--- src/rtl/round_robin_mux_arbiter.sv ---
// Round-robin arbiter for a shared 4:1 multiplexer with bounded tenure.
// All outputs are registered; a holder is preempted after MAX_HOLD cycles.
module round_robin_mux_arbiter #(
    parameter int unsigned MAX_HOLD = 4
) (
    input  logic       clk,
    input  logic       reset,
    input  logic [3:0] req,
    output logic [3:0] grant,
    output logic       address0,
    output logic       address1,
    output logic       busy
);

    typedef enum logic {
        IDLE,
        GRANTED
    } state_t;

    localparam logic [3:0] HOLD = 4'(MAX_HOLD);

    state_t     r_state;
    state_t     w_state_nxt;
    logic [1:0] r_owner;
    logic [1:0] w_owner_nxt;
    logic [1:0] r_ptr;
    logic [1:0] w_ptr_nxt;
    logic [3:0] r_tenure;
    logic [3:0] w_tenure_nxt;
    logic [3:0] r_grant;
    logic [3:0] w_grant_nxt;
    logic [1:0] r_addr;
    logic [1:0] w_addr_nxt;
    logic       r_busy;

    logic [3:0] w_own_oh;
    logic [2:0] w_pick_ptr;
    logic [2:0] w_pick_own;

    // Returns {found, index}; examines p+1 .. p+4 and keeps the nearest hit.
    function automatic logic [2:0] rr_pick(
        input logic [1:0] p,
        input logic [3:0] r
    );
        logic [2:0] res;
        logic [1:0] idx;
        res = 3'b000;
        for (int k = 4; k >= 1; k--) begin
            idx = p + 2'(k);
            if (r[idx]) res = {1'b1, idx};
        end
        return res;
    endfunction

    assign w_own_oh   = 4'b0001 << r_owner;
    assign w_pick_ptr = rr_pick(r_ptr, req);
    // The owner is masked so a preemption can never re-grant the holder.
    assign w_pick_own = rr_pick(r_owner, req & ~w_own_oh);

    always_comb begin
        w_state_nxt  = r_state;
        w_owner_nxt  = r_owner;
        w_ptr_nxt    = r_ptr;
        w_tenure_nxt = r_tenure;
        w_grant_nxt  = r_grant;
        w_addr_nxt   = r_addr;
        unique case (r_state)
            IDLE: begin
                if (w_pick_ptr[2]) begin
                    w_state_nxt  = GRANTED;
                    w_owner_nxt  = w_pick_ptr[1:0];
                    w_ptr_nxt    = w_pick_ptr[1:0];
                    w_tenure_nxt = 4'd1;
                    w_grant_nxt  = 4'b0001 << w_pick_ptr[1:0];
                    w_addr_nxt   = w_pick_ptr[1:0];
                end
            end
            GRANTED: begin
                if (!req[r_owner] || r_tenure >= HOLD) begin
                    if (w_pick_own[2]) begin
                        w_owner_nxt  = w_pick_own[1:0];
                        w_ptr_nxt    = w_pick_own[1:0];
                        w_tenure_nxt = 4'd1;
                        w_grant_nxt  = 4'b0001 << w_pick_own[1:0];
                        w_addr_nxt   = w_pick_own[1:0];
                    end else if (!req[r_owner]) begin
                        w_state_nxt  = IDLE;
                        w_tenure_nxt = 4'd0;
                        w_grant_nxt  = 4'b0000;
                    end
                end else begin
                    w_tenure_nxt = r_tenure + 4'd1;
                end
            end
        endcase
    end

    always_ff @(posedge clk) begin
        if (reset) begin
            r_state  <= IDLE;
            r_owner  <= 2'd0;
            r_ptr    <= 2'd3;
            r_tenure <= 4'd0;
            r_grant  <= 4'b0000;
            r_addr   <= 2'd0;
            r_busy   <= 1'b0;
        end else begin
            r_state  <= w_state_nxt;
            r_owner  <= w_owner_nxt;
            r_ptr    <= w_ptr_nxt;
            r_tenure <= w_tenure_nxt;
            r_grant  <= w_grant_nxt;
            r_addr   <= w_addr_nxt;
            r_busy   <= |w_grant_nxt;
        end
    end

    assign grant    = r_grant;
    assign address0 = r_addr[0];
    assign address1 = r_addr[1];
    assign busy     = r_busy;

endmodule
--- config.mk ---
export PLATFORM = sky130hd
export DESIGN_NAME = round_robin_mux_arbiter
export DESIGN_NICKNAME = d
export VERILOG_FILES = /design/src/rtl/round_robin_mux_arbiter.sv
export SDC_FILE = /design/constraint.sdc
export NUM_CORES = 1
export LEC_CHECK = 0
export CAP_MARGIN = 10
export CORE_ASPECT_RATIO = 0.8
export CORE_MARGIN = 5
export CORE_UTILIZATION = 50
export CTS_CLUSTER_DIAMETER = 200
export DETAILED_ROUTE_END_ITERATION = 8
export PLACE_DENSITY = 0.75
export SLEW_MARGIN = 20
export SYNTH_ARGS = -nofsm -noshare
export SYNTH_HDL_FRONTEND = slang
export SYNTH_SLANG_ARGS = --single-unit
--- constraint.sdc ---
create_clock -name clk -period 2.2 [get_ports clk]
set_input_delay 0.66 -clock clk [delete_from_list [all_inputs] [get_ports clk]]
set_output_delay 0.66 -clock clk [all_outputs]
set_load 0.02 [all_outputs]
==> Yosys cells after proc, flatten, opt, wreduce, memory -nomap -nowiden <==
Index checks and enable logic that the tools add are counted.
{ "word_totals": {"romBits": 0, "out_inout_bits": 7, "mem_count": 0, "elab_cells": 82, "latch_bits": 0, "ramBits": 0, "reg_bits": 14, "inputBits": 6} }
{ "classes": {"div_mod_pow": 0, "eq_ne": 4, "add_sub_neg": 7, "bitwise": 3, "order_cmp": 9, "muxes": 45, "mul": 0, "reduce_logical": 5, "shift": 3} }
{ "ops": {"columns": ["cell", "n"], "rows": [
  ["$mux 4", 8],
  ["$lt 2x3->1 const B", 8],
  ["$mux 3", 8],
  ["$bmux 1 s2", 9],
  ["$pmux 4 s2", 2],
  ["$mux 1", 13],
  ["$shl 1x2->4 const A", 3],
  ["$add 2x2->2 const B", 4],
  ["$mux 2", 3],
  ["$add 2x1->2 const B", 2],
  ["$add 4x1->4 const B", 1],
  ["$and 4x4->4", 1],
  ["$ge 4x3->1 const B", 1],
  ["$ne 2x1->1 const B", 2],
  ["$ne 4x4->1 const B", 1],
  ["$not 4->4", 1],
  ["$pmux 2 s2", 1],
  ["$reduce_or 4->1", 1],
  ["$reduce_and 3->1", 1],
  ["$ne 2x2->1 const B", 1],
  ["$pmux 1 s2", 1],
  ["$reduce_and 2->1", 1],
  ["$logic_not 1->1", 1],
  ["$logic_or 1x1->1", 1],
  ["$not 1->1", 1]
]} }

==> Depth between registers and ports, before layout <==
{ "depth": {"word_depth": 14, "mapped_depth": 9} }

==> Worst setup path before layout <==
Ideal clock, no wire load.
{ "synth_timing": {"path_type": "register to register", "startpoint": "register r_addr[0] (netlist name)", "endpoint": "register r_grant[1], in the netlist grant[1]", "slack_ns": -0.122, "path_stages_with_launch": 10, "arrival_time_ns": 2.202, "synth_period_minus_slack_ns": 2.322, "cell_sequence": "dfxtp_1 -> inv_1 -> ha_1 -> nor2b_1 -> buf_4 -> o21ai_1 -> a221o_1 -> nor3b_2 -> and2_1 -> o31a_1"} }
{ "synth_lines": {"columns": ["item", "line_no", "rtl"], "rows": [
  ["end signal: assignment", "112", "r_grant <= w_grant_nxt;"],
  ["end: declaration", "30", "logic [3:0] r_grant;"]
]} }

==> Worst setup path after layout <==
{ "layout_timing": {"startpoint": "input req[3]", "endpoint": "register r_addr[0]"} }
{ "layout_between": {"elab_chain_cells": 10} }
{ "layout_lines": {"columns": ["item", "line_no", "rtl"], "rows": [
  ["start: declaration", "8", "input logic [3:0] req,"],
  ["$and 4x4->4", "58", "assign w_pick_own = rr_pick(r_owner, req & ~w_own_oh);"],
  ["$bmux 1 s2", "50", "if (r[idx]) res = {1'b1, idx};"],
  ["$mux 1 (not written as such)", "50", null],
  ["$mux 3 (4 in series)", "50", null],
  ["$mux 2", "80", "if (w_pick_own[2]) begin"],
  ["$mux 2", "79", "if (!req[r_owner] || r_tenure >= HOLD) begin"],
  ["$pmux 2 s2", "67", "unique case (r_state)"],
  ["end signal: assignment", "113", "r_addr <= w_addr_nxt;"],
  ["end: declaration", "32", "logic [1:0] r_addr;"]
]} }
Several ways; a longest one is shown, not always the timed one. The select of a mux whose other input is x is not followed.
A chain may end at the register's enable or synchronous reset.

==> flow_metrics.env <==
export IMPL_run_status="finished clean"
export IMPL_tritoncts="done"
export IMPL_routabilityCongestion=0.8978
export IMPL_path_class="input pin to register"
export IMPL_antenna_cells_inserted=0
export IMPL_ys_async_sr_fraction=0
export IMPL_fin_crit_ns=2.176
export IMPL_cts_hold_buffers=0
export IMPL_vdd_ir_drop_worst_mv=0.4286
export IMPL_placed_area_sq_um=1481
export IMPL_max_freq_mhz=459.5
export IMPL_ys_seq_elements=14
export IMPL_worst_slack_ns=0.02375
export IMPL_hold_viol_final=0
export IMPL_cp_end_kind="register"
export IMPL_crit_fanout=8
export IMPL_ys_top_cells_by_area="sky130_fd_sc_hd__dfxtp_1, sky130_fd_sc_hd__ha_1, sky130_fd_sc_hd__nor2_1, sky130_fd_sc_hd__a21oi_1, sky130_fd_sc_hd__o21ai_0"
export IMPL_final_report_setup_violation_count=0
export IMPL_clkLatencyLatePin_ns=0.28
export IMPL_cp_buffers_inverters=2
export IMPL_synth_top_family_by_area="compound AO/OA/AOI/OAI gates"
export IMPL_route_final_wire_length_um=3266
export IMPL_cts_sinks=14
export IMPL_synth_compound_gate_area_share=0.3468
export IMPL_post_synth_xor_area_fraction=0
export IMPL_tritoncts_num_buffers=3
export IMPL_timing_critical_path_slowest_cell_delay_ns=0.58
export IMPL_viasPerCell=6.175
export IMPL_synth_flop_cell="sky130_fd_sc_hd__dfxtp_1"
export IMPL_first_iter_violations=80
export IMPL_postSynthAreaPerCell_sq_um=8.499
export IMPL_largest_net_degree_at_the_start_of_global_routing=18
export IMPL_synthesis_yosys_warnings=0
export IMPL_timing_final_crit_share=0.9892
export IMPL_final_core_utilization=0.7448
export IMPL_drt_drc_violations_left=0
export IMPL_place_hpwl_um=2454
export IMPL_final_area_sq_um=1622
export IMPL_synth_largest_type_area_fraction=0.2443
export IMPL_grt_overflow_total=0
export IMPL_wl_per_cell_um=16.33
export IMPL_detail_route_antenna_nets=0
export IMPL_final_nets=188
export IMPL_postSynthNetCount=146
export IMPL_power_leakage_nw=0.6802
export IMPL_io_buffers=12
export IMPL_start_util=0.5270
export IMPL_worst_slew_pin_slew_ns=0.6974
export IMPL_post_synth_mux_area_share=0.03708
export IMPL_synth_enable_flop_cells=0
export IMPL_slew_violations=0
export IMPL_synth_commonest_cells="sky130_fd_sc_hd__nor2_1, sky130_fd_sc_hd__dfxtp_1, sky130_fd_sc_hd__a21oi_1"
export IMPL_synth_simple_area_share=0.2617
export IMPL_grt_first_pass_wirelength_um=5444
export IMPL_firstDrtPassIters=4
export IMPL_fillCellCount=143
export IMPL_boundaryPins=13
export IMPL_clk_root_buffer_cell="sky130_fd_sc_hd__clkbuf_4"
export IMPL_critical_path_top_delay_family="simple AND/OR/NAND/NOR gates"
export IMPL_antenna_found_initial=0
export IMPL_dieWidth_um=63.56
export IMPL_floorplan_die_area_sq_um=3359
export IMPL_finalClockSkew_ns=0.001092
export IMPL_ctsHtreeMaxLevel=1
export IMPL_synthCells=135
export IMPL_floorplan_core_area_sq_um=2177
export IMPL_yosysTopAreaCell="sky130_fd_sc_hd__dfxtp_1"
export IMPL_clock_tree_buffer_depth=2
export IMPL_critical_path_cell_chain="clkdlybuf4s15_2 -> nor2b_1 -> buf_4 -> or4_4 -> nand3_4 -> o21ai_0 -> o211ai_1 -> a21oi_1"
export IMPL_startpoint_type="input pin"
export IMPL_worstPathRequired_ns=2.35
export IMPL_post_synth_top_count_cell="sky130_fd_sc_hd__nor2_1"
export IMPL_max_cap_viol_count=0
export IMPL_max_slew_margin_rel=0.5344
export IMPL_dr_total_vias=1235
export IMPL_power_density_cell_area_nw_per_um2=666.7
export IMPL_grt_pass1_vias=1185
export IMPL_clk_pin_slew_ns=0.08
export IMPL_grt_usage=0.2037
export IMPL_synth_seq_area_share=0.2443
export IMPL_fp_dieH_um=52.85
export IMPL_hp_class="register to register"
export IMPL_power_w=0.001081
export IMPL_setup_ws_pre_cts_ns=-0.5081
export IMPL_setup_reg_to_reg_worst_slack_ns=0.07
export IMPL_worstPathArrival_ns=2.33
export IMPL_library_cells_used_by_synthesis=54
export IMPL_fp_row_count=15
export IMPL_mappedNetlistArea_sq_um=1147
export IMPL_flow_area_growth_from_synthesis_pct=41.33
export IMPL_post_route_cells_drive_above_1_share=0.4171
export IMPL_synthAdderAreaFrac=0.05453
export IMPL_cp_slowest_cell="sky130_fd_sc_hd__or4_4"
==> metrics by stage <==
stage	std cells	hold slack (ns)	TNS (ns)
2_1_floorplan	135	0.4578	0
3_3_place_gp	195	0.4764	-4.979
3_5_place_dp	195	0.4861	-5.684
4_1_cts	200	0.5062	0
5_1_grt	200	0.5290	-0.1279
6_report	200	0.5012	0
==> cell type report <==
| cell class | instances | area [sq um] | area share |
|---|---|---|---|
| flip-flops and latches | 14 | 287.8 | 0.1775 |
| multi-input cells | 108 | 893.4 | 0.5509 |
| repair buffers | 43 | 360.3 | 0.2222 |
| well taps | 25 | 31.28 | 0.01929 |
| inverters | 7 | 26.28 | 0.01620 |
| clock buffers | 3 | 22.52 | 0.01389 |
==> report_power, final <==
part | total [W] | switching [W] | internal, W
Sequential | 0.000329 | 0.0000418 | 0.000287
Combinational | 0.000606 | 0.000308 | 0.000298
Clock | 0.000147 | 0.0000831 | 0.0000635
==> state kept, by name (all words and copies together) (netlist names) <==
signal	count
r_tenure	4
busy	1
r_ptr	2
grant	4
r_addr	2
r_state	1
==> final timing paths <==
| check | to | cells after the start | startpoint |
|---|---|---|---|
| min reg2reg | r_tenure[1]$_SDFFE_PP0P_ | 2 | r_tenure[1]$_SDFFE_PP0P_ |
| min | r_tenure[1]$_SDFFE_PP0P_ | 2 | r_tenure[1]$_SDFFE_PP0P_ |
| max | r_addr[0]$_SDFFE_PP0P_ | 8 | req[3] |
| max reg2reg | r_addr[0]$_SDFFE_PP0P_ | 8 | r_addr[1]$_SDFFE_PP0P_ |
==> logic make-up after synthesis <==
logic type / count (synthesis)
multiplexers: 3
AO/OA/AOI/OAI: 50
buffers and inverters: 13
AND/OR/NAND/NOR: 50
flip-flops: 14
adder cells (fa/ha/maj): 5
==> tightest hold or removal path: stages (launching register included) <==
cell                      delay, ns
sky130_fd_sc_hd__dfxtp_1       0.34
sky130_fd_sc_hd__a32oi_1       0.06
sky130_fd_sc_hd__nor2_1        0.07
==> routing by layer <==
layer | up-vias | global-route usage | wire length, um
met5 | - | 0 | 0
met4 | 0 | 0.06228 | 28
met3 | 6 | 0.04936 | 211
met2 | 50 | 0.3463 | 1649
met1 | 589 | 0.2548 | 1377
li1 | 590 | - | -
==> placed cells by master, fill, tap and decap left out, types with 3 or more instances in the layout <==
master	n
sky130_fd_sc_hd__nor2b_1	3
sky130_fd_sc_hd__inv_1	5
sky130_fd_sc_hd__a21oi_1	9
sky130_fd_sc_hd__nor2_1	15
sky130_fd_sc_hd__o21ai_0	7
sky130_fd_sc_hd__ha_1	4
sky130_fd_sc_hd__clkdlybuf4s50_1	8
sky130_fd_sc_hd__clkbuf_4	3
sky130_fd_sc_hd__nand2_1	8
sky130_fd_sc_hd__nor3_1	5
sky130_fd_sc_hd__buf_4	29
sky130_fd_sc_hd__or2_2	3
sky130_fd_sc_hd__dfxtp_1	12
==> what timing repair did <==
item                                    CTS  global route
setup buffers                             2             0
gates cloned                              0             0
endpoints found under the setup margin   13             9
gates resized for setup                  16            14
pin swaps                                 4             3
No activity file was read; power rests on OpenSTA's default activity.
